==> src/rtl/pwm_thresh_pkg.sv <==
// Shared defaults and state encoding for the PWM-programmed threshold comparator.
package pwm_thresh_pkg;

    localparam int unsigned NCH_DFLT = 5;
    localparam int unsigned DW_DFLT  = 8;
    localparam int unsigned CW_DFLT  = 10;

    localparam logic [7:0] VIL_INIT_DFLT = 8'h55;
    localparam logic [7:0] VIH_INIT_DFLT = 8'hAA;

    // Cycles after reset release before the synchronizer/previous-value
    // flops hold real samples of the PWM pin rather than reset zeros.
    localparam int unsigned SYNC_WARMUP = 3;

    typedef enum logic {
        IDLE  = 1'b0,
        ARMED = 1'b1
    } meas_state_e;

endpackage

==> src/rtl/pwm_duty_meas.sv <==
// Measures the high time of an asynchronous PWM input and captures it as a
// DW-bit threshold (top DW bits of a saturating CW-bit high-time counter).
//   clk, rst_n : clock, async active-low reset
//   pwm_in     : asynchronous PWM input
//   thr        : captured threshold (THR_INIT after reset)
//   upd        : one-cycle pulse when thr has just been reloaded
module pwm_duty_meas
    import pwm_thresh_pkg::*;
#(
    parameter int unsigned    DW       = DW_DFLT,
    parameter int unsigned    CW       = CW_DFLT,
    parameter logic [DW-1:0]  THR_INIT = DW'(VIL_INIT_DFLT)
) (
    input  logic          clk,
    input  logic          rst_n,
    input  logic          pwm_in,
    output logic [DW-1:0] thr,
    output logic          upd
);

    logic                   sync1_q, sync1_d;
    logic                   sync2_q, sync2_d;
    logic                   prev_q,  prev_d;
    logic [SYNC_WARMUP-1:0] warm_q,  warm_d;
    meas_state_e            state_q, state_d;
    logic [CW-1:0]          cnt_q,   cnt_d;
    logic [DW-1:0]          thr_q,   thr_d;
    logic                   upd_q,   upd_d;
    logic                   rise;
    logic                   fall;

    // Next-state: synchronizer, edge detect, arm FSM, duty counter, capture.
    always_comb begin
        sync1_d = pwm_in;
        sync2_d = sync1_q;
        prev_d  = sync2_q;
        warm_d  = {warm_q[SYNC_WARMUP-2:0], 1'b1};
        state_d = state_q;
        cnt_d   = cnt_q;
        thr_d   = thr_q;
        upd_d   = 1'b0;

        // Edges are only trusted once the flop chain holds real samples, so a
        // pin already high at reset release is not mistaken for a rise.
        rise = warm_q[SYNC_WARMUP-1] & sync2_q & ~prev_q;
        fall = warm_q[SYNC_WARMUP-1] & ~sync2_q & prev_q;

        case (state_q)
            IDLE: begin
                // The arming rise also starts the first measurement.
                if (rise) begin
                    state_d = ARMED;
                    cnt_d   = CW'(1);
                end
            end
            ARMED: begin
                if (rise) begin
                    cnt_d = CW'(1);
                end else if (sync2_q && (cnt_q != '1)) begin
                    cnt_d = cnt_q + CW'(1);
                end
                if (fall) begin
                    thr_d = cnt_q[CW-1 -: DW];
                    upd_d = 1'b1;
                end
            end
            default: state_d = IDLE;
        endcase
    end

    always_ff @(posedge clk or negedge rst_n) begin
        if (!rst_n) begin
            sync1_q <= 1'b0;
            sync2_q <= 1'b0;
            prev_q  <= 1'b0;
            warm_q  <= '0;
            state_q <= IDLE;
            cnt_q   <= '0;
            thr_q   <= THR_INIT;
            upd_q   <= 1'b0;
        end else begin
            sync1_q <= sync1_d;
            sync2_q <= sync2_d;
            prev_q  <= prev_d;
            warm_q  <= warm_d;
            state_q <= state_d;
            cnt_q   <= cnt_d;
            thr_q   <= thr_d;
            upd_q   <= upd_d;
        end
    end

    assign thr = thr_q;
    assign upd = upd_q;

endmodule

==> src/rtl/pwm_thresh_cmp.sv <==
// Multi-channel window comparator whose low/high thresholds are programmed by
// the duty of two asynchronous PWM inputs.
//   clk, rst_n       : clock, async active-low reset
//   VIL_PWM, VIH_PWM : asynchronous PWM inputs encoding VIL / VIH
//   smpl_vld, smpl   : packed samples, channel k at [k*DW +: DW]
//   chL, chH         : registered per-channel (>= VIL) / (> VIH) flags
//   out_vld          : pulses the cycle chL/chH update
//   VIL, VIH         : current thresholds
//   thr_upd          : capture pulses, bit0 = VIL, bit1 = VIH
//   thr_err          : combinational, high while VIL >= VIH
module pwm_thresh_cmp
    import pwm_thresh_pkg::*;
#(
    parameter int unsigned   NCH      = NCH_DFLT,
    parameter int unsigned   DW       = DW_DFLT,
    parameter int unsigned   CW       = CW_DFLT,
    parameter logic [DW-1:0] VIL_INIT = DW'(VIL_INIT_DFLT),
    parameter logic [DW-1:0] VIH_INIT = DW'(VIH_INIT_DFLT)
) (
    input  logic              clk,
    input  logic              rst_n,
    input  logic              VIL_PWM,
    input  logic              VIH_PWM,
    input  logic              smpl_vld,
    input  logic [NCH*DW-1:0] smpl,
    output logic [NCH-1:0]    chL,
    output logic [NCH-1:0]    chH,
    output logic              out_vld,
    output logic [DW-1:0]     VIL,
    output logic [DW-1:0]     VIH,
    output logic [1:0]        thr_upd,
    output logic              thr_err
);

    logic           upd_l;
    logic           upd_h;
    logic [NCH-1:0] ge_vil;
    logic [NCH-1:0] gt_vih;
    logic [NCH-1:0] chl_q, chl_d;
    logic [NCH-1:0] chh_q, chh_d;
    logic           out_vld_q, out_vld_d;

    pwm_duty_meas #(
        .DW       (DW),
        .CW       (CW),
        .THR_INIT (VIL_INIT)
    ) u_meas_vil (
        .clk    (clk),
        .rst_n  (rst_n),
        .pwm_in (VIL_PWM),
        .thr    (VIL),
        .upd    (upd_l)
    );

    pwm_duty_meas #(
        .DW       (DW),
        .CW       (CW),
        .THR_INIT (VIH_INIT)
    ) u_meas_vih (
        .clk    (clk),
        .rst_n  (rst_n),
        .pwm_in (VIH_PWM),
        .thr    (VIH),
        .upd    (upd_h)
    );

    // Per-channel compares against the threshold registers as they stand this
    // cycle, so a coincident capture only affects later samples.
    for (genvar k = 0; k < NCH; k++) begin : g_ch
        assign ge_vil[k] = (smpl[k*DW +: DW] >= VIL);
        assign gt_vih[k] = (smpl[k*DW +: DW] >  VIH);
    end

    // Flags load on a valid sample and hold otherwise.
    always_comb begin
        chl_d     = chl_q;
        chh_d     = chh_q;
        out_vld_d = smpl_vld;
        if (smpl_vld) begin
            chl_d = ge_vil;
            chh_d = gt_vih;
        end
    end

    always_ff @(posedge clk or negedge rst_n) begin
        if (!rst_n) begin
            chl_q     <= '0;
            chh_q     <= '0;
            out_vld_q <= 1'b0;
        end else begin
            chl_q     <= chl_d;
            chh_q     <= chh_d;
            out_vld_q <= out_vld_d;
        end
    end

    assign chL     = chl_q;
    assign chH     = chh_q;
    assign out_vld = out_vld_q;
    assign thr_upd = {upd_h, upd_l};
    assign thr_err = (VIL >= VIH);

endmodule
==> config.mk <==
export PLATFORM = sky130hd
export DESIGN_NAME = pwm_thresh_cmp
export DESIGN_NICKNAME = d
export VERILOG_FILES = /design/src/rtl/pwm_thresh_pkg.sv /design/src/rtl/pwm_duty_meas.sv /design/src/rtl/pwm_thresh_cmp.sv
export SDC_FILE = /design/constraint.sdc
export NUM_CORES = 1
export LEC_CHECK = 0
export CAP_MARGIN = 20
export CORE_ASPECT_RATIO = 1.1
export CORE_MARGIN = 2
export CORE_UTILIZATION = 30
export CTS_CLUSTER_SIZE = 25
export DETAILED_ROUTE_END_ITERATION = 10
export HOLD_SLACK_MARGIN = 0.06
export PLACE_DENSITY = 0.54
export SYNTH_ARGS = -nofsm -noshare
export SYNTH_HDL_FRONTEND = slang
export SYNTH_SLANG_ARGS = --single-unit
export TNS_END_PERCENT = 1
==> constraint.sdc <==
create_clock -name clk -period 2.06 [get_ports clk]
set_clock_uncertainty 0.05 [all_clocks]
set_input_delay 0.412 -clock clk [delete_from_list [all_inputs] [get_ports clk]]
set_output_delay 0.412 -clock clk [all_outputs]
set_load 0.01 [all_outputs]
======== Word-level counts from Yosys, hierarchy flattened ========
Index checks and enable logic that the tools add are counted.
storage, ports and cells
  bits in registers ....................... 63
  input bits .............................. 45
  output and inout bits ................... 30
  logic and storage cells ................. 74
operators by class
  add/subtract/negate cells ............... 2
  $lt $le $gt $ge ......................... 11
  eq/ne operators ......................... 6
  muxes and demuxes ....................... 16
  bitwise operators ....................... 14
  reduce and logical (&&, ||, !) cells .... 6
operators with widths
  operator                 number
  $mux W10                 6
  $ge A8 B8 Y1             6
  $gt A8 B8 Y1             5
  $pmux W10 S2             2
  $add A10 B1 Y10 const B  2
  $ne A10 B10 Y1 const B   2
  $and A1 B1 Y1            8
  $mux W1                  8
  $reduce_and A2 Y1        4
  $ne A3 B3 Y1 const B     2
  $not A1 Y1               6
  $ne A2 B1 Y1 const B     2
  $logic_and A1 B1 Y1      2

======== Depth between registers and ports, before layout ========
  depth in word-level cells ............... 5
  depth in mapped cells ................... 6
  mapped depth without buffers ............ 6

======== Modules after synthesis ========
Synthesis repeated with hierarchy kept, for this count alone.
second synthesis, totals
  cell total of the unflattened synthesis .. 466
  area, all modules ....................... 4,510.6 um^2
by module, submodules not included
  module          instances  cells an instance  area an instance (um^2)  seq. area each (um^2)
  pwm_thresh_cmp  1          264                2,280.9                  275.3
  pwm_duty_meas   2          101                1,114.8                  655.6

======== Worst setup path after synthesis ========
Ideal clock, no wire load.
  path type ............................... register to output
  start point ............................. reg u_meas_vil.thr_q[0], in the netlist u_meas_vil.thr[0]
  end point ............................... out thr_err
  arrival time ............................ 1,476 ps
  data required time ...................... 1,598 ps
  path slack .............................. 122 ps
  cell stages (with the launch flop) ...... 7
  buffers on the path ..................... 0
  cells stage by stage .................... dfstp_2 -> inv_1 -> ha_1 -> nor2b_1 -> o21ai_0 -> a31oi_1 -> o21ai_0
between the ends
  word-level cells in the longest chain between the ends .. 1
RTL lines
  what                      line                   RTL
  start: declaration        pwm_duty_meas.sv:27    logic [DW-1:0] thr_q, thr_d;
  start signal: assignment  pwm_duty_meas.sv:88    thr_q <= thr_d;
  $ge A8 B8 Y1              pwm_thresh_cmp.sv:101  assign thr_err = (VIL >= VIH);
  end: declaration          pwm_thresh_cmp.sv:32   output logic thr_err
No other way between the ends.

======== Worst setup path in the final report ========
  start point ............................. reg u_meas_vil.thr_q[2], in the netlist u_meas_vil.thr[2]
  end point ............................... out thr_err
Same word-level chain as after synthesis.

==> key figures <==
Timing
  • Fmax: 446 MHz
  • Minimum clock period: 2.24 ns
  • Hold_ws: 0.306 ns
  • Final period utilization: 109%
  • Final Hold Fails: 0
  • Final setup viols: 1
  • Final WS setup: -0.183 ns
  • Total negative setup slack: -0.183 ns
  • RSZ-0062 raised after global routing: yes
  • Slew Viols, Final: 0

Clocking
  • CTS Sinks: 60
  • H-Tree Level Count: 3
  • CTS max path bufs: 2
  • Clk_lat worst skew: 0.33 ns
  • Root Driver: clkbuf_16
  • Clock-pin slew on the worst setup and hold paths: 0.05 ns
  • TritonCTS Buffers: 9
  • CTS tree: built

Synth
  • Synthesized area: 0.00444 sq mm
  • Primary FF master, synth: dfrtp_1
  • Synth Net Count: 602
  • Ys async rst share: 100%
  • Top-count cell post-synth: ha_1
  • Cell taking the most area after synthesis: dfrtp_1
  • Number of library cell types mapped by synthesis: 57
  • Syn Inst Count: 467
  • Synth top area share: 29.3%
  • Sequential area share after synthesis: 34.0%
  • Synth top area cells: dfrtp_1, ha_1, a21oi_1, dfstp_2, nand2_1
  • Synth Register Bits: 60
  • Syn avg cell area: 9.51 sq um
  • Top cells by count, synth: ha_1, dfrtp_1, nand2_1
  • EDFF count, synth: 0
  • Warning count from the yosys run: 0

Die
  • Number of I/O pins: 75
  • Chip width: 120 microns
  • Die height: 132 microns
  • # rows: 46
  • Die Area: 0.0158 sq mm
  • Initial Utilization: 30.8%
  • Core Area: 0.0144 sq mm

Placed design
  • Post-DP HPWL: 9790 microns
  • Worst slack, placed: -0.389 ns
  • DP Area: 0.00557 sq mm
  • Inst Count DP: 747
  • Final GP Congestion: 0.887
  • Number of port buffers: 74

Final layout
  • Final Instance Area: 0.00594 sq mm
  • Area Overhead vs Synth: 33.8%
  • Layout filler cell count: 1,384
  • Final core occ: 41.1%
  • Nets: 703
  • Final cell count without fillers: 765
  • Layout cell share with drive strength beyond 1: 13.1%
  • # diodes: 0
  • Register Area: 0.00151 sq mm
  • Multi-input gate area: 0.00280 sq mm

Routing
  • Initial DRC Count: 215
  • Routed wire length: 12,900 microns
  • DRC errors left: 0
  • First-pass detailed-route iteration total: 4
  • Wire length per cell: 16.8 microns
  • Total number of vias: 3,974
  • Via density: 5.19
  • Antenna-violating nets left: 0

Setup path
  • Arr. time, crit path: 1.78 ns
  • Req. time, crit path: 1.60 ns
  • Worst setup SP type: flop
  • Setup CP Type: reg -> out
  • CP Capture Type: output pin
  • Crit path max fanout: 2

Power and ir drop
  • Cell leakage power: 2.60 nW
  • Overall power: 4.57 mW
  • Peak VDD IR: 715 uV
  • Power per cell area: 769 mW/mm^2

GRT
  • Vias in the first global route: 4,052
  • GRT Util Overall: 16.7%
  • Initial antenna violation count: 0
  • GR Overflow Total: 0
  • First-pass GRT wire length: 20,600 microns
  • Largest net degree at the start of global routing: 61

Worst hold path
  • Hold crit path type: reg -> reg

Run status
  • Failing checks: negative setup slack
  • Status: finished, violations left

Flow run
  • Max Cap Viol: 0
## state kept, by name, indices dropped and copies added, names as in the netlist, 3 cells and up
signal,cells
chH,5
chL,5
u_meas_vih.cnt_q,10
u_meas_vih.thr,8
u_meas_vih.warm_q,3
u_meas_vil.cnt_q,10
u_meas_vil.thr,8
## what timing repair did
item                                    in CTS  in global routing
hold buffers                                 1                  0
endpoints found under the setup margin       1                  8
resized for setup                           12                  8
pin swaps                                    7                  4
buffers inserted                             1                  0
hold endpoints to repair                    24                  0
## worst paths after layout
check / slack [ns] / startpoint / to / cells after the start
worst max-delay path: -0.18 / u_meas_vil.thr[2]$_DFFE_PN1P_ / thr_err / 6
worst min register to register: 0.31 / u_meas_vih.warm_q[0]$_DFF_PN0_ / u_meas_vih.warm_q[1]$_DFF_PN0_ / 0
worst max register to register: 0.15 / u_meas_vil.cnt_q[0]$_DFFE_PN0P_ / u_meas_vil.cnt_q[1]$_DFFE_PN0P_ / 5
worst min-delay path: 0.31 / u_meas_vih.warm_q[0]$_DFF_PN0_ / u_meas_vih.warm_q[1]$_DFF_PN0_ / 0
min in group asynchronous: 0.56 / rst_n / chL[0]$_DFFE_PN0P_ / 3
max in group asynchronous: 1.06 / rst_n / u_meas_vil.thr[0]$_DFFE_PN1P_ / 3
## power breakdown
group          total [mW]  internal [mW]  switching, mW
logic                1.54          0.774          0.767
registers            1.52           1.35          0.177
clock network        1.51          0.943          0.563
total                4.57           3.06           1.51
## layout make-up
type                            instances  share of cell area, %
Clock buffer                           11                   3.92
Timing Repair Buffer                  102                   16.3
Sequential cell                        60                   25.4
Inverter                               34                   2.15
Multi-Input combinational cell        361                   47.1
Clock inverter                          5                   1.03
Tap cell                              192                   4.04
## metal layers
metal,up-vias,global-route usage [%],wire length (microns)
met5,-,0,0
met4,0,7.12,386
met3,25,4.08,673
met2,118,27.3,6220
met1,1894,20.9,5590
li1,1937,-,-
## kinds of logic after synthesis
kind of cell             Yosys count  synth area share, %
adder cells (fa/ha/maj)           90                 25.3
AO/OA/AOI/OAI                    131                 19.2
AND/OR/NAND/NOR                  135                 16.1
XOR/XNOR                           2                0.394
other                              1               0.0844
multiplexers                       2                0.451
buffers and inverters             46                 4.39
flip-flops                        60                 34.0
## critical path: stages, from the launching register on
cell,delay (ns)
dfstp_2,0.56
ha_4,0.21
a21oi_2,0.15
o21ai_2,0.07
a31oi_1,0.21
o21ai_1,0.11
buf_2,0.15
## cells in the final DEF, fill, tap and decap left out, types with 3 or more instances in the layout
cell type,n
nand3_1,14
inv_1,30
and4_1,3
clkdlybuf4s50_1,70
nand4_1,13
nor3_1,4
o221a_2,5
nor2b_1,6
or3_1,6
buf_4,25
o22ai_1,10
nand2_1,43
o21ai_0,12
a21oi_1,41
a21o_1,4
nand2b_1,11
o211ai_1,10
dfstp_2,8
and3_1,5
ha_1,86
ha_4,3
o31ai_1,5
dfrtp_1,52
nor2_1,13
o21a_1,6
clkbuf_16,9
o21ai_1,17
inv_2,4
(Power assumes the default switching activity.)
